$ cat config.mk
export PLATFORM = sky130hd
export DESIGN_NAME = isa_encoder_flat
export DESIGN_NICKNAME = d
export VERILOG_FILES = /design/src/rtl/isa_encoder_if.sv /design/src/rtl/isa_encoder.sv /design/src/flat_wrapper.sv
export SDC_FILE = /design/constraint.sdc
export NUM_CORES = 1
export LEC_CHECK = 0
export CORE_MARGIN = 3
export CORE_UTILIZATION = 60
export DETAILED_ROUTE_END_ITERATION = 10
export MAX_ROUTING_LAYER = met4
export PLACE_DENSITY = 0.9
export SYNTH_ARGS = -nofsm -noshare
export SYNTH_HDL_FRONTEND = slang
export SYNTH_SLANG_ARGS = --single-unit
$ cat constraint.sdc
create_clock -name clk -period 6.31 [get_ports clk]
set_clock_uncertainty 0.1 [all_clocks]
set_input_delay 0.631 -clock clk [delete_from_list [all_inputs] [get_ports clk]]
set_output_delay 0.631 -clock clk [all_outputs]
set_load 0.02 [all_outputs]
$ cat src/rtl/isa_encoder_if.sv
// isa_encoder_if: command, instruction-stream and status signals of the
// CGRA lane instruction encoder, bundled so host and lane hook up in one go.
//   cmd_*          field-level command from the control sequencer (valid/ready)
//   m_instr_*      packed 32-bit instruction stream toward the lane decode
//   err_illegal    one-cycle pulse for an accepted unsupported op
//   fifo_count     instruction buffer occupancy
// Modports: master = encoder side, slave = host/consumer side.
interface isa_encoder_if #(
    parameter int unsigned FIFO_DEPTH = 8
);
    localparam int unsigned CNT_W = $clog2(FIFO_DEPTH) + 1;

    logic             cmd_valid;
    logic             cmd_ready;
    logic [3:0]       cmd_op;
    logic [4:0]       cmd_rd;
    logic [4:0]       cmd_rs1;
    logic [4:0]       cmd_rs2;
    logic [2:0]       cmd_csel;
    logic [31:0]      cmd_imm;
    logic [31:0]      m_instr_tdata;
    logic             m_instr_tvalid;
    logic             m_instr_tready;
    logic             err_illegal;
    logic [CNT_W-1:0] fifo_count;

    modport master (
        input  cmd_valid, cmd_op, cmd_rd, cmd_rs1, cmd_rs2, cmd_csel, cmd_imm,
        input  m_instr_tready,
        output cmd_ready, m_instr_tdata, m_instr_tvalid, err_illegal, fifo_count
    );

    modport slave (
        output cmd_valid, cmd_op, cmd_rd, cmd_rs1, cmd_rs2, cmd_csel, cmd_imm,
        output m_instr_tready,
        input  cmd_ready, m_instr_tdata, m_instr_tvalid, err_illegal, fifo_count
    );
endinterface

$ cat src/rtl/isa_encoder.sv
// isa_encoder: packs field-level commands into 32-bit lane instructions and
// buffers them in a FIFO drained over a valid/ready stream.
// Ports:
//   clk        rising-edge clock
//   rst        synchronous active-high reset
//   bus        isa_encoder_if.master (command in, instruction stream out,
//              err_illegal pulse, fifo_count occupancy)
// Parameters:
//   FIFO_DEPTH power of two, >= 2
//   CSR_ID     value placed in [31:20] of CSR words
// Build option: define ISA_ENC_LI_EN to enable the two-word LI expansion
// (op 9 -> LUI + ADDI); otherwise op 9 is treated as illegal.
module isa_encoder #(
    parameter int unsigned FIFO_DEPTH = 8,
    parameter logic [11:0] CSR_ID     = 12'hC00
) (
    input  logic          clk,
    input  logic          rst,
    isa_encoder_if.master bus
);
    localparam int unsigned PTR_W = $clog2(FIFO_DEPTH);
    localparam int unsigned CNT_W = PTR_W + 1;
    localparam logic [CNT_W-1:0] FULL_CNT = CNT_W'(FIFO_DEPTH);

    localparam logic [3:0] OP_VMACC    = 4'd0;
    localparam logic [3:0] OP_VLE32    = 4'd1;
    localparam logic [3:0] OP_VSE32    = 4'd2;
    localparam logic [3:0] OP_VMV_VI   = 4'd3;
    localparam logic [3:0] OP_VSETIVLI = 4'd4;
    localparam logic [3:0] OP_BEQ      = 4'd5;
    localparam logic [3:0] OP_ADDI     = 4'd6;
    localparam logic [3:0] OP_LUI      = 4'd7;
    localparam logic [3:0] OP_CSR      = 4'd8;
`ifdef ISA_ENC_LI_EN
    localparam logic [3:0] OP_LI       = 4'd9;
`endif

`ifdef ISA_ENC_LI_EN
    typedef enum logic [0:0] {
        S_IDLE = 1'b0,
        S_LI2  = 1'b1
    } state_t;
`else
    typedef enum logic [0:0] {
        S_IDLE = 1'b0
    } state_t;
`endif

    state_t           r_state;
    state_t           w_state_nxt;

    logic [31:0]      r_mem [FIFO_DEPTH];
    logic [PTR_W-1:0] r_wr_ptr;
    logic [PTR_W-1:0] r_rd_ptr;
    logic [CNT_W-1:0] r_count;
    logic             r_cmd_ready;
    logic             r_tvalid;
    logic [31:0]      r_tdata;
    logic             r_err;

    logic             w_accept;
    logic             w_full;
    logic             w_pop;
    logic             w_push;
    logic [31:0]      w_push_data;
    logic             w_illegal;
    logic             w_legal;
    logic [31:0]      w_dec_word;
    logic [CNT_W-1:0] w_count_nxt;
    logic [PTR_W-1:0] w_rd_ptr_nxt;
    logic [31:0]      w_head_nxt;

`ifdef ISA_ENC_LI_EN
    logic [31:0]      r_li2_word;
    logic [31:0]      w_li2_nxt;
    logic [31:0]      w_li_addi;
    logic [19:0]      w_li_upper;
    logic             w_li_op;
`endif

    assign w_full   = (r_count == FULL_CNT);
    assign w_accept = bus.cmd_valid && r_cmd_ready;
    assign w_pop    = r_tvalid && bus.m_instr_tready;

    // Field packing for the currently presented command
    always_comb begin
        w_legal    = 1'b1;
        w_dec_word = '0;
`ifdef ISA_ENC_LI_EN
        w_li_op    = 1'b0;
        // Pre-compensate the upper half for the sign-extended ADDI immediate
        w_li_upper = bus.cmd_imm[31:12] + 20'(bus.cmd_imm[11]);
        w_li_addi  = {bus.cmd_imm[11:0], bus.cmd_rd, 3'd0, bus.cmd_rd, 7'h13};
`endif
        case (bus.cmd_op)
            OP_VMACC:    w_dec_word = {7'd0, bus.cmd_rs2, 2'd0, bus.cmd_csel, 3'd0,
                                       bus.cmd_rd, 7'h57};
            OP_VLE32:    w_dec_word = {14'd0, bus.cmd_csel, 3'd0, bus.cmd_rd, 7'h07};
            OP_VSE32:    w_dec_word = {14'd0, bus.cmd_csel, 3'd0, bus.cmd_rd, 7'h27};
            OP_VMV_VI:   w_dec_word = {7'd0, bus.cmd_rs2, 2'd0, bus.cmd_csel, 3'd5,
                                       bus.cmd_rd, 7'h57};
            OP_VSETIVLI: w_dec_word = {2'd0, bus.cmd_imm[11:0], 3'd0, 3'd7, 5'd0, 7'h57};
            // B-type immediate scatter
            OP_BEQ:      w_dec_word = {bus.cmd_imm[11], bus.cmd_imm[9:4], bus.cmd_rs2,
                                       bus.cmd_rs1, 3'd0, bus.cmd_imm[3:0],
                                       bus.cmd_imm[10], 7'h63};
            OP_ADDI:     w_dec_word = {bus.cmd_imm[11:0], bus.cmd_rs1, 3'd0,
                                       bus.cmd_rd, 7'h13};
            OP_LUI:      w_dec_word = {bus.cmd_imm[31:12], bus.cmd_rd, 7'h37};
            OP_CSR:      w_dec_word = {CSR_ID, 5'd0, 3'd0, bus.cmd_rd, 7'h03};
`ifdef ISA_ENC_LI_EN
            OP_LI: begin
                w_dec_word = {w_li_upper, bus.cmd_rd, 7'h37};
                w_li_op    = 1'b1;
            end
`endif
            default:     w_legal = 1'b0;
        endcase
    end

    // FSM state register
    always_ff @(posedge clk) begin
        if (rst) begin
            r_state <= S_IDLE;
        end else begin
            r_state <= w_state_nxt;
        end
    end

    // FSM next state and FIFO write request
    always_comb begin
        w_state_nxt = r_state;
        w_push      = 1'b0;
        w_push_data = w_dec_word;
        w_illegal   = 1'b0;
`ifdef ISA_ENC_LI_EN
        w_li2_nxt   = r_li2_word;
`endif
        case (r_state)
            S_IDLE: begin
                if (w_accept) begin
                    if (!w_legal) begin
                        w_illegal = 1'b1;
                    end else begin
                        w_push = 1'b1;
`ifdef ISA_ENC_LI_EN
                        if (w_li_op) begin
                            w_state_nxt = S_LI2;
                            w_li2_nxt   = w_li_addi;
                        end
`endif
                    end
                end
            end
`ifdef ISA_ENC_LI_EN
            // Second LI word waits here until a slot frees up
            S_LI2: begin
                if (!w_full) begin
                    w_push      = 1'b1;
                    w_push_data = r_li2_word;
                    w_state_nxt = S_IDLE;
                end
            end
`endif
            default: w_state_nxt = S_IDLE;
        endcase
    end

`ifdef ISA_ENC_LI_EN
    // Held ADDI half of an LI expansion
    always_ff @(posedge clk) begin
        if (rst) begin
            r_li2_word <= '0;
        end else begin
            r_li2_word <= w_li2_nxt;
        end
    end
`endif

    assign w_count_nxt  = r_count + CNT_W'(w_push) - CNT_W'(w_pop);
    assign w_rd_ptr_nxt = w_pop ? (r_rd_ptr + PTR_W'(1)) : r_rd_ptr;

    // The only way a write lands on the next head is when the FIFO is empty
    // after this cycle's pop, so forward the incoming word in that case.
    always_comb begin
        w_head_nxt = r_mem[w_rd_ptr_nxt];
        if (w_push && (r_wr_ptr == w_rd_ptr_nxt)) begin
            w_head_nxt = w_push_data;
        end
    end

    // Storage array, no reset needed
    always_ff @(posedge clk) begin
        if (w_push) begin
            r_mem[r_wr_ptr] <= w_push_data;
        end
    end

    // Pointers, occupancy and registered outputs
    always_ff @(posedge clk) begin
        if (rst) begin
            r_wr_ptr    <= '0;
            r_rd_ptr    <= '0;
            r_count     <= '0;
            r_cmd_ready <= 1'b0;
            r_tvalid    <= 1'b0;
            r_tdata     <= '0;
            r_err       <= 1'b0;
        end else begin
            if (w_push) begin
                r_wr_ptr <= r_wr_ptr + PTR_W'(1);
            end
            r_rd_ptr    <= w_rd_ptr_nxt;
            r_count     <= w_count_nxt;
            r_cmd_ready <= (w_state_nxt == S_IDLE) && (w_count_nxt != FULL_CNT);
            r_tvalid    <= (w_count_nxt != '0);
            r_tdata     <= w_head_nxt;
            r_err       <= w_illegal;
        end
    end

    assign bus.cmd_ready      = r_cmd_ready;
    assign bus.m_instr_tvalid = r_tvalid;
    assign bus.m_instr_tdata  = r_tdata;
    assign bus.err_illegal    = r_err;
    assign bus.fifo_count     = r_count;

endmodule

$ cat src/flat_wrapper.sv
// flat-port wrapper written by rule: the top's interface ports become plain ports
module isa_encoder_flat 
#(
    parameter int unsigned FIFO_DEPTH = 8,
    parameter logic [11:0] CSR_ID     = 12'hC00
)
  (clk, rst, bus_cmd_valid, bus_cmd_op, bus_cmd_rd, bus_cmd_rs1, bus_cmd_rs2, bus_cmd_csel, bus_cmd_imm, bus_m_instr_tready, bus_cmd_ready, bus_m_instr_tdata, bus_m_instr_tvalid, bus_err_illegal, bus_fifo_count);
  isa_encoder_if #(.FIFO_DEPTH(FIFO_DEPTH)) bus_i ();
  input  logic clk;
  input  logic rst;
  input wire logic [$bits(bus_i.cmd_valid)-1:0] bus_cmd_valid;
  input wire logic [$bits(bus_i.cmd_op)-1:0] bus_cmd_op;
  input wire logic [$bits(bus_i.cmd_rd)-1:0] bus_cmd_rd;
  input wire logic [$bits(bus_i.cmd_rs1)-1:0] bus_cmd_rs1;
  input wire logic [$bits(bus_i.cmd_rs2)-1:0] bus_cmd_rs2;
  input wire logic [$bits(bus_i.cmd_csel)-1:0] bus_cmd_csel;
  input wire logic [$bits(bus_i.cmd_imm)-1:0] bus_cmd_imm;
  input wire logic [$bits(bus_i.m_instr_tready)-1:0] bus_m_instr_tready;
  output wire logic [$bits(bus_i.cmd_ready)-1:0] bus_cmd_ready;
  output wire logic [$bits(bus_i.m_instr_tdata)-1:0] bus_m_instr_tdata;
  output wire logic [$bits(bus_i.m_instr_tvalid)-1:0] bus_m_instr_tvalid;
  output wire logic [$bits(bus_i.err_illegal)-1:0] bus_err_illegal;
  output wire logic [$bits(bus_i.fifo_count)-1:0] bus_fifo_count;
  assign bus_i.cmd_valid = bus_cmd_valid;
  assign bus_i.cmd_op = bus_cmd_op;
  assign bus_i.cmd_rd = bus_cmd_rd;
  assign bus_i.cmd_rs1 = bus_cmd_rs1;
  assign bus_i.cmd_rs2 = bus_cmd_rs2;
  assign bus_i.cmd_csel = bus_cmd_csel;
  assign bus_i.cmd_imm = bus_cmd_imm;
  assign bus_i.m_instr_tready = bus_m_instr_tready;
  assign bus_cmd_ready = bus_i.cmd_ready;
  assign bus_m_instr_tdata = bus_i.m_instr_tdata;
  assign bus_m_instr_tvalid = bus_i.m_instr_tvalid;
  assign bus_err_illegal = bus_i.err_illegal;
  assign bus_fifo_count = bus_i.fifo_count;
  isa_encoder #(.FIFO_DEPTH(FIFO_DEPTH), .CSR_ID(CSR_ID)) u_core (.clk(clk), .rst(rst), .bus(bus_i));
endmodule
Word-level counts from Yosys, hierarchy flattened

Memory sizes are Yosys's and may differ from the RTL's. A register that Yosys moved wholly into a read port is not among the register bits.
Index checks and enable logic that the tools add are counted.

Bits in registers: 13
Memory bits (writable): 256
Bits of input ports: 58
Logic and storage cells: 35
Memories: 1

Add/sub/neg operators: 4
Equal/unequal tests: 9
Multiplexer cells: 8
Bitwise operators: 1
Reduce and logical (&&, ||, !) cells: 6

Memories:

| memory       | words | bits a word | read ports | clocked after memory_dff | wr ports | RTL line          | text |
|---|---|---|---|---|---|---|---|
| u_core.r_mem | 8     | 32          | 1          | 1                        | 1        | isa_encoder.sv:52 | `logic [31:0] r_mem [FIFO_DEPTH];` |

Operators by type and width:

| operator                                                        | count |
|---|---|
| 32-bit one-hot mux with 9 select lines                          | 1 |
| 4-bit by 3-bit == test with 1-bit output, second input constant | 4 |
| 9-bit OR reduction                                              | 1 |
| 4-bit by 2-bit == test with 1-bit output, second input constant | 2 |
| 3-bit by 1-bit adder with 3-bit output, second input constant   | 2 |
| 1-bit two-way mux                                               | 6 |
| 4-bit by 1-bit adder with 4-bit output                          | 1 |
| 4-bit by 1-bit == test with 1-bit output, second input constant | 1 |
| 4-bit == test, second input constant                            | 1 |
| 4-bit logical NOT                                               | 1 |
| 4-bit inequality test, second input constant                    | 1 |
| 4-bit nonzero test                                              | 1 |
| 4-bit by 1-bit subtractor with 4-bit output                     | 1 |
| 3-bit two-way mux                                               | 1 |
| 1-bit logical AND                                               | 2 |
| 2-bit OR reduction                                              | 1 |
| 1-bit NOT                                                       | 1 |

Longest topological paths before layout

Word-level depth: 8
Gate-level depth with buffers: 11
Mapped depth without buffers: 10

Worst setup path after synthesis

No wires, ideal clock.

Path kind: input port to flip-flop
Start: in bus_cmd_op[1]
End: mem u_core.r_mem[0][10], enable pin
Setup time: 0.455 ns
Data arrival time: 3.704 ns
Data required time: 5.755 ns
Slack: 2.052 ns
Cell stages on the path: 7
Path buffers: 2
Path through: buf_2 > nor3_4 > nand2b_1 > nor2b_1 > buf_4 > nand2b_1 > nor3_1

Word-level cells in the longest chain between the ends: 7

RTL lines:

| what                                                             | RTL line           | text |
|---|---|---|
| from (decl)                                                      | flat_wrapper.sv:12 | `input wire logic [$bits(bus_i.cmd_op)-1:0] bus_cmd_op;` |
| 4-bit by 1-bit == test with 1-bit output (tied with other cells) | isa_encoder.sv:95  | `case (bus.cmd_op)` |
| 9-bit OR reduction (no source line) (*)                          | -                  |  |
| 1-bit two-way mux (*)                                            | isa_encoder.sv:95  |  |
| 1-bit two-way mux (*)                                            | isa_encoder.sv:142 | `if (!w_legal) begin` |
| 1-bit two-way mux (*)                                            | isa_encoder.sv:141 | `if (w_accept) begin` |
| named net u_core.w_push                                          | isa_encoder.sv:64  | `logic w_push;` |
| 1-bit two-way mux (*)                                            | isa_encoder.sv:194 | `if (w_push) begin` |
| 1-bit two-way mux (not written as such) (*)                      | isa_encoder.sv:195 | `r_mem[r_wr_ptr] <= w_push_data;` |
| to (decl)                                                        | isa_encoder.sv:52  |  |

The timed path passes the listed nets; every way through them passes the cells marked *.

Worst setup path after layout

Start: in bus_m_instr_tready
End: reg u_core.r_tdata[4], in the netlist u_core.bus.m_instr_tdata[4], read port of u_core.r_mem

Word-level cells in the longest chain between the ends: 2

RTL lines:

| what              | RTL line           | text |
|---|---|---|
| from (decl)       | flat_wrapper.sv:18 | `input wire logic [$bits(bus_i.m_instr_tready)-1:0] bus_m_instr_tready;` |
| 1-bit logical AND | isa_encoder.sv:83  | `assign w_pop = r_tvalid && bus.m_instr_tready;` |
| 3-bit two-way mux | isa_encoder.sv:181 | `assign w_rd_ptr_nxt = w_pop ? (r_rd_ptr + PTR_W'(1)) : r_rd_ptr;` |
| to (decl)         | isa_encoder.sv:58  | `logic [31:0] r_tdata;` |

Every way passes these cells.
A chain may end at the register's enable or synchronous reset.

==> metrics.md <==
| Metric | Value |
|---|---|
| Run status | finished, final reports clean |
| Element type at the critical path end | flip-flop |
| Library cells used by synthesis | 56 |
| Final-layout setup total negative slack | 0 ps |
| Commonest non-fill, non-tap cell in the layout | edfxtp_1 |
| Number of synthesis warnings | 0 |
| Sum of routed wire length over all layers | 38.3 mm |
| First-pass GRT wire length | 60.0 mm |
| Cell breakdown of the critical path | clkdlybuf4s50_1, nand2_4, inv_4, mux2i_4, xor2_2, nand4b_4, or2_1, buf_4, o32ai_1 |
| Reg2Reg Depth | 8 |
| I/O pins | 97 |
| Wire length per cell | 23.3 um |
| Number of global-route vias before repair | about 11,000 |
| Multiplexer area fraction after synthesis | 2.26% |
| Type of the tightest min-delay check | reg2reg |
| Area of the multi-input gates | 5210 um2 |
| CORE AREA | 22,800 um2 |
| Worst slew slack as a fraction of its limit | between 10% and 20% |
| Arr. time, crit path | roughly 4500 ps |
| Area Overhead vs Synth | 13.3% |
| Power density of the placed cells | 375 nW/um2 |
| Combined flip-flop and latch cell area | 8080 um2 |
| DR vias | 11,200 |
| Max Fanout on Critical Path | 72 |
| IR Drop Worst-Case VDD | 415 uV |
| Number of gates resized after CTS | 0 |
| Number of antenna-violating nets in the routed design | 0 |
| Placer congestion estimate | 0.850 |
| Post-Syn Area | 14,000 um2 |
| Primary flip-flop cell chosen by synthesis mapping | edfxtp_1 |
| Slowest-stage cell, CP | inv_4 |
| Synth Area in XOR/XNOR | 1.18% |
| LEAKAGE | 5.60 nW |
| Ratio of final minimum period to clock period | approximately two thirds |
| Maximum number of pins on one net before global-route repair | 97 |
| Clock latency reported for the late side of the worst-skew pair | 530 ps |
| Final Hold Vio Count | 0 |
| Horizontal extent of the die | roughly 160 um |
| Full die area | 25,300 um2 |
| Ratio of routed vias to standard cells | 6.84 |
| Initial Utilization | 61.4% |
| CTS Root Cell | clkbuf_16 |
| Overall die height | 159 um |
| Filler instances | 1,521 |
| Count of inserted antenna diode cells | 0 |
| Global-route usage over all layers | 30.3% |
| Share of synthesized registers carrying an async set or reset | 0% |
| Number of flops mapped to enable cells by yosys | 240 |
| CTS max path bufs | 3 |
| Synth Area in Adders | 0.677% |
| Number of port buffers | between 90 and 100 |
| CTS clk-pin slew, worst paths | 60 ps |
| Maximum clock frequency | about 240 MHz |
| Count of hold-fix buffers inserted at cts | 0 |
| Max Transition Viols Final | 0 |
| Seq/Total Area, Yosys | 57.5% |
| Delay contributed by the slowest stage of the critical path | 870 ps |
| Synthesized netlist cell count | roughly 1,300 |
| Post-CTS setup buffers | 0 |
| CP startpoint kind | primary input |
| Number of antenna violations at the first check in global routing | 0 |
| DRC violations left | 0 |
| Endpoints failing setup | 0 |
| Detailed placer's ending HPWL | 21.3 mm |
| Worst hold path depth | 2 |
| Maximum level of the CTS H-tree | 1 |
| Crit Path Category | in2reg |
| Mean instance size in the synthesized netlist | ~11 um2 |
| First-pass iteration count of the detailed router | 6 |
| Max cap viols | 0 |
| Top library cells by usage in the layout, fill and taps aside | edfxtp_1, nand2_1, a21oi_1 |
| Slew at the pin closest to its max-slew limit | around 1300 ps |
| Layout cell share with drive strength beyond 1 | between 7 and 8% |
| Combinational family with the most area after synthesis | compound AO/OA/AOI/OAI gates |
| Net Count, Synth | 1,356 |
| Clock period minus final worst setup slack | 4230 ps |
| Count of state elements after synthesis | approximately 280 |
| Clock tree from TritonCTS | yes |
| Complex-gate fraction of the synthesized area | 25.3% |
| Number of buffers created by CTS | 27 |
| Placement row count | 55 |
| RSZ-0062 raised after global routing | false |
| CP required | 6560 ps |
| Tot Pwr | between 5 and 6 mW |
| Number of cells in the design after placement | 1,594 |
| Initial detailed-routing violation count | 1,834 |
| Non-filler instance count after layout | 1,643 |
| Congestion Overflow GR | 0 |
| Clock sink total | approximately 280 |
| Final #Nets | between 1,000 and 1,500 |
| Simple logic cell fraction of the synthesized area | 6.93% |
[power by group]
part | internal (mW) | switching (mW) | total, mW
registers | 2.18 | 0.124 | 2.30
logic | 0.782 | 1.38 | 2.16
clock network | 0.834 | 0.672 | 1.51
[final timing paths]
path,end,startpoint,slack [ps]
setup reg to reg,u_core.bus.m_instr_tdata[4]$_SDFF_PP0_,u_core.bus.m_instr_tvalid$_SDFF_PP0_,2310
hold reg to reg,u_core.bus.err_illegal$_SDFF_PP0_,u_core.bus.cmd_ready$_SDFF_PP0_,460
hold / removal,u_core.bus.err_illegal$_SDFF_PP0_,u_core.bus.cmd_ready$_SDFF_PP0_,460
setup / recovery,u_core.bus.m_instr_tdata[4]$_SDFF_PP0_,bus_m_instr_tready,2080
[metrics by stage]
| stage | util [%] | hold slack, ps | instance area (um2) | setup WS (ps) |
|---|---|---|---|---|
| 2_1_floorplan | - | 398 | 14000 | 2050 |
| 3_3_place_gp | 66.1 | 428 | 15100 | 1860 |
| 3_5_place_dp | 66.1 | 438 | 15100 | 1740 |
| 4_1_cts | 69.6 | 455 | 15900 | 2190 |
| 5_1_grt | 69.6 | 462 | 15900 | 2000 |
| 6_report | 69.6 | 462 | 15900 | 2080 |
[worst max-delay path, delay by kind of cell]
kind	cells	cell delay, ps
buffers and inverters	3	1850
XOR/XNOR	1	140
AND/OR/NAND/NOR	3	1100
multiplexers	1	480
AO/OA/AOI/OAI	1	210
[cell type report]
class                           count  area share, %
Clock buffer                       40           4.81
Clock inverter                      9          0.275
Inverter                           94           2.24
Multi-Input combinational cell    794           32.7
Sequential cell                   283           50.8
Tap cell                          313           2.46
Timing Repair Buffer              110           6.73
[synth_stat cells (all sizes together), types with 3 or more instances]
library cell  number  share of area (%)
a211oi             3               0.16
a21o               3               0.16
a21oi            129                4.6
a221oi             3               0.19
a22oi             61                3.3
a41oi             54                3.4
and2               3               0.13
and3               8               0.36
buf               42                1.5
clkbuf            78                2.1
dfxtp             43                6.1
edfxtp           240                 51
ha                 6               0.53
inv               93                2.5
mux2               8               0.64
mux2i             17                1.3
nand2            143                3.8
nand2b            15               0.67
nand3              5               0.18
nor2              33               0.88
nor2b              5               0.22
nor3               4               0.22
o211ai            54                2.9
o21a              54                2.9
o21ai            124                4.4
o32ai             28                2.8
xnor2              9               0.75
xor2               6               0.43
[registers in the layout, indices dropped and copies added (netlist names)]
name                       count
u_core.bus.err_illegal         1
u_core.r_rd_ptr                3
u_core.r_wr_ptr                3
u_core.bus.fifo_count          4
u_core.bus.m_instr_tvalid      1
u_core.bus.m_instr_tdata      30
u_core.r_mem                 240
u_core.bus.cmd_ready           1
[metal layers]
| metal | share of wire (%) | routed length (um) | track usage (%) |
|---|---|---|---|
| met1 | 36 | 13600 | 37.6 |
| met2 | 48 | 18400 | 49.3 |
| met3 | 13 | 4870 | 5.78 |
| met4 | 3.6 | 1370 | 12.7 |
| met5 | 0 | 0 | - |
[cell families after synthesis]
group	count (synthesis)
AOI/OAI and AO/OA	522
xor gates and xnor gates	15
adders and majority gates	7
buffers and inverters	214
DFF	283
muxes	27
other	1
and+or+nand+nor	222
No activity file was read; power rests on OpenSTA's default activity.
